### src/rtl/led_pwm_fader.sv
// LED fader: turns a heartbeat on/off level into a PWM fade-in/fade-out.
// Optional square-law brightness curve when LED_PWM_FADER_GAMMA_EN is defined.
module led_pwm_fader #(
    parameter int PWM_WIDTH        = 8,
    parameter int RAMP_STEP_CYCLES = 112500,
    parameter int STEP_WIDTH       = 20
) (
    input  logic                 clk,
    input  logic                 s_reset_n,
    input  logic                 led_in,
    input  logic                 enable,
    output logic                 pwm_out,
    output logic [PWM_WIDTH-1:0] level,
    output logic                 busy,
    output logic [1:0]           state_dbg
);

    typedef enum logic [1:0] {
        ST_OFF  = 2'd0,
        ST_RISE = 2'd1,
        ST_ON   = 2'd2,
        ST_FALL = 2'd3
    } state_t;

    localparam logic [PWM_WIDTH-1:0]  MAX       = '1;
    localparam logic [PWM_WIDTH-1:0]  MAX_M1    = MAX - 1'b1;
    localparam logic [PWM_WIDTH-1:0]  ONE       = PWM_WIDTH'(1);
    localparam logic [STEP_WIDTH-1:0] STEP_LAST = STEP_WIDTH'(RAMP_STEP_CYCLES - 1);

    state_t                 state;
    logic [STEP_WIDTH-1:0]  step_cnt;
    logic [PWM_WIDTH-1:0]   pwm_cnt;
    logic [PWM_WIDTH-1:0]   cmp;
    logic                   led_in_q;
    logic                   enable_q;
    logic                   rise;
    logic                   fall;
    logic                   step_term;

    assign rise      = led_in & ~led_in_q;
    assign fall      = ~led_in & led_in_q;
    assign step_term = (step_cnt == STEP_LAST);
    assign busy      = (state == ST_RISE) || (state == ST_FALL);
    assign state_dbg = state;

`ifdef LED_PWM_FADER_GAMMA_EN
    logic [2*PWM_WIDTH-1:0] level_sq;
    assign level_sq = {{PWM_WIDTH{1'b0}}, level} * {{PWM_WIDTH{1'b0}}, level};
    // Full scale is pinned so the LED is solidly on at the top of the ramp.
    assign cmp = (level == MAX) ? MAX : level_sq[2*PWM_WIDTH-1:PWM_WIDTH];
`else
    assign cmp = level;
`endif

    always_ff @(posedge clk) begin
        if (!s_reset_n) begin
            state    <= ST_OFF;
            level    <= '0;
            step_cnt <= '0;
            pwm_cnt  <= '0;
            led_in_q <= 1'b0;
            enable_q <= 1'b0;
            pwm_out  <= 1'b0;
        end else begin
            led_in_q <= led_in;
            enable_q <= enable;
            pwm_cnt  <= pwm_cnt + 1'b1;
            pwm_out  <= enable & ((cmp == MAX) | (pwm_cnt < cmp));

            if (!enable) begin
                state    <= ST_OFF;
                level    <= '0;
                step_cnt <= '0;
            end else begin
                case (state)
                    ST_OFF: begin
                        step_cnt <= '0;
                        // Re-enabling with the heartbeat already high restarts the fade.
                        if (rise || (!enable_q && led_in_q && led_in)) state <= ST_RISE;
                    end
                    ST_RISE: begin
                        if (fall) begin
                            state    <= ST_FALL;
                            step_cnt <= '0;
                        end else if (step_term) begin
                            step_cnt <= '0;
                            if (level != MAX) level <= level + ONE;
                            if (level == MAX_M1 || level == MAX) state <= ST_ON;
                        end else begin
                            step_cnt <= step_cnt + 1'b1;
                        end
                    end
                    ST_ON: begin
                        step_cnt <= '0;
                        if (fall) state <= ST_FALL;
                    end
                    ST_FALL: begin
                        if (rise) begin
                            state    <= ST_RISE;
                            step_cnt <= '0;
                        end else if (step_term) begin
                            step_cnt <= '0;
                            if (level != '0) level <= level - ONE;
                            if (level == ONE || level == '0) state <= ST_OFF;
                        end else begin
                            step_cnt <= step_cnt + 1'b1;
                        end
                    end
                    default: begin
                        state    <= ST_OFF;
                        step_cnt <= '0;
                    end
                endcase
            end
        end
    end

endmodule
### config.mk
export PLATFORM = sky130hd
export DESIGN_NAME = led_pwm_fader
export DESIGN_NICKNAME = d
export VERILOG_FILES = /design/src/rtl/led_pwm_fader.sv
export SDC_FILE = /design/constraint.sdc
export NUM_CORES = 1
export LEC_CHECK = 0
export BUFFER_PORTS_ARGS = -buffer_cell sky130_fd_sc_hd__buf_4
export CORE_MARGIN = 10
export CORE_UTILIZATION = 35
export DETAILED_ROUTE_END_ITERATION = 10
export PLACE_DENSITY_LB_ADDON = 0.3
export REMOVE_ABC_BUFFERS = 1
export SYNTH_ARGS = -nofsm -noshare
export SYNTH_HDL_FRONTEND = slang
export SYNTH_SLANG_ARGS = --single-unit
### constraint.sdc
create_clock -name clk -period 4.5 [get_ports clk]
set_input_delay 1.125 -clock clk [delete_from_list [all_inputs] [get_ports clk]]
set_output_delay 1.125 -clock clk [all_outputs]
set_load 0.01 [all_outputs]
==> out/summary.txt <==
Reg clk slew, reported paths: 0.08 ns
First-pass GRT wire length: 8418 µm
Static Leakage: 0.9700 nW
IO Count: 16
Share of layout cells above drive strength 1: 0.1036
Netlist Area Pre-Place: 0.002307 mm²
Critical path peak fanout: 15
Multi-input gate area: 0.001390 mm²
Clk sink count: 41
Placer Congestion: 0.8032
Yosys reg bits: 41
Count leader, synth: dfxtp_1
Drt first pass iters: 4
Fill count: 657
Final Cycle Share: 0.5829
IR drop worst, VDD: 0.1348 mV
Final Max Slew Viols: 0
Largest net degree at the start of global routing: 20
RSZ-0062 raised after global routing: no
Area added between synthesis and finish: 12.69%
# hold bufs at CTS: 0
DP Worst Slack: 1.582 ns
Final hold violation count: 0
Predominant post-synthesis flop cell: dfxtp_1
Initial antenna violation count: 0
Outcome: complete, no violations
Top cells by area, synth: dfxtp_1 36%, ha_1 11%, xor2_1 4.9%
Post-Synthesis Cells: 265
Ant diodes: 0
Avg WL per Cell: 13.29 µm
DPL Wire Length: 3404 µm
Post-CTS setup buffer count: 0
Yosys warns: 0
Startpoint types: input pin
Avg Inst Size Synth: 8.706 µm²
Setup crit end: level[4]$_SDFFE_PN0P_
Core Rows: 29
Crit. Startpoint: led_in
Total power: 0.0007298 W
Tmin final: 2.623 ns
Core area: 0.006386 mm²
Clock Tree Root: clkbuf_8
Worst r2r src: state_dbg[0]$_SDFFE_PN0P_
Commonest cells post-synth: 41 x dfxtp_1, 27 x nor2_1, 21 x ha_1
WHS: 0.4618 ns
Arrival time worst endpoint: 2.85 ns
CTS tree: built
Post-synth top area share: 0.3557
Reg-to-Reg End: level[4]$_SDFFE_PN0P_
PwrDens: 280.7 mW/mm²
Sequential fraction of the synthesis area: 0.3557
F_max: 0.3812 GHz
Worst setup EP type: register
Register Area: 820.8 µm²
# nets final: 304
Drt total wl: 4745 µm
Hold Crit Class: reg -> reg
# setup viols final: 0
Max cap viols: 0
Clk_lat worst skew: 0.29 ns
Die width: 101.2 µm
Setup Skew: 0.004092 ns
CP peak stage delay: 0.63 ns
Slew at the pin with the worst max-slew slack: 0.7167 ns
Crit path max-delay cell type: or4_2
# DRC: 0
Total global routing overflow: 0
Cell Chain, Critical Path: buf_4, nand2b_1, o2bb2ai_1, or4_4, or4_2, a21oi_1
Post-CTS sizing: 0
Final worst slack: 1.877 ns
Crit path kind: in -> reg
Cts bufs inserted: 5
Detailed-route via count: 1860
Req. time, crit path: 4.72 ns
Setup TNS Final: 0 ns
FF-to-FF path depth: 5
Port Buffer Count: 15
Normalized max-slew margin: 0.5208
DRT antenna net count: 0
Vias in the first global route: 1833
R2R setup slack: 1.98 ns
Initial Util: 0.3613
Max clock buf depth: 2
Post-synth EDFFs: 0
Number of DRC markers in iteration 0: 72
Gr usage total: 0.09918
Share of synthesized flip-flops with an asynchronous set or reset: 0
Distinct cells, synth: 44
Die Area: 0.01024 mm²
Utilization after layout: 0.4071
Synth area leader: dfxtp_1
Drt via density: 5.210
H-Tree Depth: 2
Die height: 101.2 µm
[worst max-delay path, delay by kind of cell]
family          cells  cell delay (ns)
simple gates        3             1.33
compound gates      2             0.26
buf+inv             1             0.12
[metrics by stage]
step,cells,instance area [µm²]
after floorplan,257,2275
after global placement,349,2484
after detailed placement,349,2484
after CTS,357,2600
after global routing,357,2600
final,357,2600
[state kept, by name, indices dropped and copies added, names as in the netlist]
register   count
pwm_cnt        8
level          8
pwm_out        1
led_in_q       1
step_cnt      20
state_dbg      2
enable_q       1
[cells in the final DEF (no fill, tap or decap), drive strengths merged, types with 3 or more instances in the layout]
master | Yosys | routed
dfxtp | 41 | 41
nor2 | 27 | 27
ha | 21 | 21
inv | 17 | 17
buf | 2 | 15
nand2 | 14 | 14
nand3 | 14 | 14
xor2 | 13 | 13
a21oi | 12 | 12
xnor2 | 12 | 12
and3 | 9 | 9
nand4 | 8 | 8
and2 | 8 | 8
or4 | 8 | 8
clkbuf | 6 | 7
o31ai | 6 | 6
nor3 | 5 | 5
nor4 | 4 | 4
o21ai | 4 | 4
and4 | 4 | 4
nand2b | 3 | 3
mux2i | 3 | 3
[worst min path at each step]
stage	startpoint	end	slack (ns)	cells past startpoint
detailed placement	pwm_cnt[0]$_SDFF_PN0_	pwm_cnt[0]$_SDFF_PN0_	0.45	1
floorplan	pwm_cnt[0]$_SDFF_PN0_	pwm_cnt[0]$_SDFF_PN0_	0.43	1
global route	pwm_cnt[0]$_SDFF_PN0_	pwm_cnt[0]$_SDFF_PN0_	0.50	1
finish	pwm_cnt[0]$_SDFF_PN0_	pwm_cnt[0]$_SDFF_PN0_	0.46	1
CTS	pwm_cnt[0]$_SDFF_PN0_	pwm_cnt[0]$_SDFF_PN0_	0.47	1
global placement	pwm_cnt[0]$_SDFF_PN0_	pwm_cnt[0]$_SDFF_PN0_	0.45	1
[routing by layer]
layer	wire length, µm	track usage	up-vias
li1	-	-	971
met5	0	0	-
met1	2235	0.1279	851
met3	223	0.02723	7
met2	2228	0.1563	31
met4	58	0.03215	0
[where the power goes]
group	internal, W	switching, W	total [W]
Combinational	0.0000210	0.0000267	0.0000477
Clock	0.000181	0.000129	0.000310
Sequential	0.000367	0.00000480	0.000372
[cell families after synthesis]
logic type,share of synthesized area
mux,0.01302
xor+xnor,0.09490
simple gates,0.2701
buf+inv,0.04176
flops,0.3557
compound gates,0.1106
fa+ha+maj,0.1139
[layout make-up]
type                    count  share of cell area
multi-input cells         199              0.5346
flip-flops and latches     41              0.3157
repair buffers             15             0.04331
well taps                  77             0.03705
clock buffers               7             0.03321
inverters                  17             0.02454
clock inverters             1             0.01155
(Power assumes the default switching activity.)
